### src/rtl/multicycle_control_fsm.sv
// multicycle_control_fsm: multi-cycle RV32I sequencer with memory handshake stall and watchdog abort
module multicycle_control_fsm #(
  parameter int WAIT_LIMIT = 15,
  parameter int CNT_W      = 4
) (
  input  logic       clk,
  input  logic       rst_n,
  input  logic [6:0] opcode,
  input  logic       zero,
  input  logic       mem_ready,
  output logic       mem_req,
  output logic       mem_write,
  output logic       adr_src,
  output logic       ir_write,
  output logic       pc_update,
  output logic       reg_write,
  output logic [1:0] alu_src_a,
  output logic [1:0] alu_src_b,
  output logic [1:0] alu_op,
  output logic [1:0] result_src,
  output logic [1:0] imm_src,
  output logic       illegal_instr,
  output logic       bus_err
);
  localparam logic [6:0] OP_LW = 7'b0000011;
  localparam logic [6:0] OP_SW = 7'b0100011;
  localparam logic [6:0] OP_R  = 7'b0110011;
  localparam logic [6:0] OP_I  = 7'b0010011;
  localparam logic [6:0] OP_BQ = 7'b1100011;
  typedef enum logic [3:0] {
    FETCH, DECODE, MEMADR, MEMREAD, MEMWB, MEMWRITE, EXECR, EXECI, ALUWB, BEQ
  } state_t;
  state_t           state_q, state_d;
  logic [CNT_W-1:0] stall_q, stall_d;
  logic             stall, abort;
  always_ff @(posedge clk) begin
    if (!rst_n) begin
      state_q <= FETCH;
      stall_q <= '0;
    end else begin
      state_q <= state_d;
      stall_q <= stall_d;
    end
  end
  always_comb begin
    state_d       = state_q;
    mem_req       = 1'b0;
    mem_write     = 1'b0;
    adr_src       = 1'b0;
    ir_write      = 1'b0;
    pc_update     = 1'b0;
    reg_write     = 1'b0;
    alu_src_a     = 2'b00;
    alu_src_b     = 2'b00;
    alu_op        = 2'b00;
    result_src    = 2'b00;
    illegal_instr = 1'b0;
    bus_err       = 1'b0;
    case (state_q)
      FETCH: begin
        mem_req    = 1'b1;
        alu_src_b  = 2'b10;
        result_src = 2'b10;
        ir_write   = mem_ready;
        pc_update  = mem_ready;
        state_d    = mem_ready ? DECODE : FETCH;
      end
      DECODE: begin
        alu_src_a     = 2'b01;
        alu_src_b     = 2'b01;
        illegal_instr = !(opcode inside {OP_LW, OP_SW, OP_R, OP_I, OP_BQ});
        state_d       = (opcode == OP_LW || opcode == OP_SW) ? MEMADR :
                        (opcode == OP_R)  ? EXECR :
                        (opcode == OP_I)  ? EXECI :
                        (opcode == OP_BQ) ? BEQ : FETCH;
      end
      MEMADR: begin
        alu_src_a = 2'b10;
        alu_src_b = 2'b01;
        state_d   = (opcode == OP_LW) ? MEMREAD : MEMWRITE;
      end
      MEMREAD: begin
        mem_req = 1'b1;
        adr_src = 1'b1;
        state_d = mem_ready ? MEMWB : MEMREAD;
      end
      MEMWB: begin
        result_src = 2'b01;
        reg_write  = 1'b1;
        state_d    = FETCH;
      end
      MEMWRITE: begin
        mem_req   = 1'b1;
        mem_write = 1'b1;
        adr_src   = 1'b1;
        state_d   = mem_ready ? FETCH : MEMWRITE;
      end
      EXECR: begin
        alu_src_a = 2'b10;
        alu_op    = 2'b10;
        state_d   = ALUWB;
      end
      EXECI: begin
        alu_src_a = 2'b10;
        alu_src_b = 2'b01;
        alu_op    = 2'b10;
        state_d   = ALUWB;
      end
      ALUWB: begin
        reg_write = 1'b1;
        state_d   = FETCH;
      end
      BEQ: begin
        alu_src_a = 2'b10;
        alu_op    = 2'b01;
        pc_update = zero;
        state_d   = FETCH;
      end
      default: state_d = FETCH;
    endcase
    stall   = mem_req && !mem_ready;
    abort   = (WAIT_LIMIT != 0) && stall && (stall_q == CNT_W'(WAIT_LIMIT));
    stall_d = stall ? stall_q + 1'b1 : '0;
    // a completing mem_ready never reaches here as a stall, so completion beats the limit
    if (abort) begin
      state_d   = FETCH;
      stall_d   = '0;
      bus_err   = 1'b1;
      ir_write  = 1'b0;
      pc_update = 1'b0;
      reg_write = 1'b0;
    end
    if (!rst_n) begin
      mem_req       = 1'b0;
      mem_write     = 1'b0;
      adr_src       = 1'b0;
      ir_write      = 1'b0;
      pc_update     = 1'b0;
      reg_write     = 1'b0;
      illegal_instr = 1'b0;
      bus_err       = 1'b0;
      alu_src_a     = 2'b00;
      alu_src_b     = 2'b10;
      alu_op        = 2'b00;
      result_src    = 2'b10;
    end
  end
  always_comb imm_src = (opcode == OP_SW) ? 2'b01 : (opcode == OP_BQ) ? 2'b10 : 2'b00;
endmodule
### config.mk
export PLATFORM = sky130hd
export DESIGN_NAME = multicycle_control_fsm
export DESIGN_NICKNAME = d
export VERILOG_FILES = /design/src/rtl/multicycle_control_fsm.sv
export SDC_FILE = /design/constraint.sdc
export NUM_CORES = 1
export LEC_CHECK = 0
export ABC_AREA = 1
export BUFFER_PORTS_ARGS = -buffer_cell sky130_fd_sc_hd__clkbuf_2
export CAP_MARGIN = 40
export CORE_MARGIN = 2
export CORE_UTILIZATION = 46
export CTS_BUF_LIST = sky130_fd_sc_hd__clkbuf_16
export DETAILED_ROUTE_END_ITERATION = 10
export GPL_TIMING_DRIVEN = 0
export PLACE_DENSITY = 0.8
export SKIP_CTS_REPAIR_TIMING = 1
export SYNTH_ARGS = -nofsm -noshare
export SYNTH_HDL_FRONTEND = slang
export SYNTH_SLANG_ARGS = --single-unit
export TNS_END_PERCENT = 5
### constraint.sdc
create_clock -name clk -period 1.37 [get_ports clk]
set_input_delay 0.137 -clock clk [delete_from_list [all_inputs] [get_ports clk]]
set_output_delay 0.137 -clock clk [all_outputs]
set_load 0.01 [all_outputs]
==> impl_metrics.ini <==
[run_status]
status = finished with violations
violations = setup timing

[power_and_ir_drop]
switching_power_uw = 189
power_frac_seq_pct = 28.8
power.internal_uw = 661
p_sw_share_pct = 22.3
leakage_uw = 0.000506
clkPwrFrac_pct = 57.1
max-vdd-ir-drop_v = 0.000722
combPwrFrac_pct = 14.1
p_per_area_nw_per_um2 = 856

[logic_synthesis]
yosysTopAreaCell = dfxtp_1
synth_cells = 108
synthesis.area_um2 = 697
yosysTopAreaCellShare_pct = 23.0
synth_ff_type = dfxtp_1
synth_area_per_cell_um2 = 6.45
synth.most_common_cell = nor2_1
ys_ff_latch = 8
synth_edf_count = 0
synthTopCellsByArea = dfxtp_1, nor2_1, inv_1
ys_async_sr_fraction_pct = 0
yosysSeqAreaShare_pct = 23.0
syn_nets = 120
synthDistinctLibCells = 25
ys_top_cells_by_count = nor2_1, inv_1, nand2_1
ys.warnings.count = 0

[cells_and_area]
final_util_pct = 68.3
multi_input_area_um2 = 492
fillCellCount = 130
seq_area_um2 = 169
area_growth_pct = 42.5
layout-drive-gt1-share_pct = 45.4
diodes = 0
fin_nets = 155

[setup_path]
critPathSlowestCell = dfxtp_2
path_class = register to output pin
endpoint_kind = output pin
startpoint_type = register
cp_max_fo = 6
crit_arrival_ns = 1.35
cp_cell_sequence = nor2_4, buf_4, nand3_1, a21oi_1, clkbuf_2
crit_required_ns = 1.23
max_stage_delay_ns = 0.34

[sta]
finalSetupViolCount = 7
slew_headroom_pct = 83.6
finClkSkew_ns = 0.00172
setup_slack_ns = -0.115
final_max_slew_viol_count = 0
finalCritPeriodShare_pct = 108
finalHoldViolCount = 0
finalCriticalPeriod_ns = 1.49
rsz0062_at_grt = yes
worst_pin_slew_ns = 0.246
finalSetupTns_ns = -0.526
max_freq_ghz = 0.673

[worst_hold_path]
hp-class = primary input to register

[die]
pin_count = 29
dieArea_um2 = 1840
core_um2 = 1450
die_x_um = 42.9
die_height_um = 42.9
start_util_pct = 47.9
rows = 14

[clocking]
clk_pin_slew_ns = 0.04
numCtsBuffers = 3
cts.htree.levels = 1
clock_sinks = 8
clkLatencyLatePin_ns = 0.23
cts_root_buf = clkbuf_16
cts_tree = built
clockBufferDepth = 2

[placed_design]
dp.final_hpwl_mm = 1.32
portBuffers = 28
place_congestion = 0.818
dpl_worst_slack_ns = 0.0495

[drt]
avgViaCountPerCell = 4.89
drc = 0
wl_mm = 1.71
drtIter0Drc = 19
wl_per_cell_um = 10.9
ant_nets = 0
drt-pass1-iter-count = 4
vias = 767

[global_route]
grt_pass1_vias = 716
grt_max_degree = 11
antenna_found_initial = 0
overflow = 0
grt_first_pass_wirelength_mm = 2.78
grt_use_total_pct = 19.4

[flow_run]
drv_cap = 0
-- metrics by stage --
stage / area, µm² / instances / total power, µW / hold slack, ns
after floorplan: 697 / 108 / 319 / 0.290
after global placement: 857 / 152 / 358 / 0.438
after detailed placement: 857 / 152 / 361 / 0.454
after CTS: 932 / 155 / 850 / 0.289
after global routing: 993 / 157 / 882 / 0.316
final: 993 / 157 / 850 / 0.286
-- state kept, by name (all words and copies together) (netlist names) --
name / flops
state_q: 4
stall_q: 4
-- worst max-delay path, delay by kind of cell (launching register included) --
family | cells | cell delay [ns]
AOI/OAI and AO/OA | 1 | 0.17
buffers and inverters | 2 | 0.31
DFF | 1 | 0.34
and+or+nand+nor | 2 | 0.30
-- final cells by class --
cell class              instances  share of cell area, %
multi-input cells              80                   49.5
flip-flops and latches          8                   17.0
repair buffers                 30                   16.0
clock buffers                   3                   7.56
inverters                      19                   7.43
well taps                      16                   2.02
plain buffers                   1                  0.504
-- placed cells by master, fill, tap and decap left out, drive strengths merged --
cell	instances
a21boi	1
a21oi	3
a31oi	1
buf	8
clkbuf	26
clkinv	1
dfxtp	8
ha	1
inv	18
nand2	21
nand3	13
nand3b	1
nand4	1
nor2	29
nor3	4
o211ai	2
o21ai	1
xnor2	1
xor2	1
-- power by group through the flow --
stage               Combinational (µW)  Sequential [µW]  Clock (µW)
floorplan                         72.5              247           0
global placement                   111              247           0
detailed placement                 114              247           0
CTS                                115              244         492
global route                       135              245         502
finish                             120              245         485
-- cell families after synthesis --
family	after synthesis	share of synthesized area (%)
and+or+nand+nor	69	54.8
xor gates and xnor gates	2	2.51
adders and majority gates	1	1.80
DFF	8	23.0
buffers and inverters	20	11.0
AOI/OAI and AO/OA	8	7.00
-- metal layers --
metal  share of wire, %  GRT usage [%]  up-vias
met2                 52           37.0       29
met4               0.58           7.50        0
met1                 42           20.7      329
met3                5.3           2.98        2
li1                   -              -      407
met5                  0              0        -
-- worst paths after layout --
check	from	to	slack, ns	cells past startpoint
min	rst_n	state_q[3]	0.29	3
min reg2reg	stall_q[0]	stall_q[0]	0.43	1
max	state_q[2]	pc_update	-0.12	5
max reg2reg	state_q[2]	state_q[0]	0.19	8
Power figures use the tool's default switching activity.
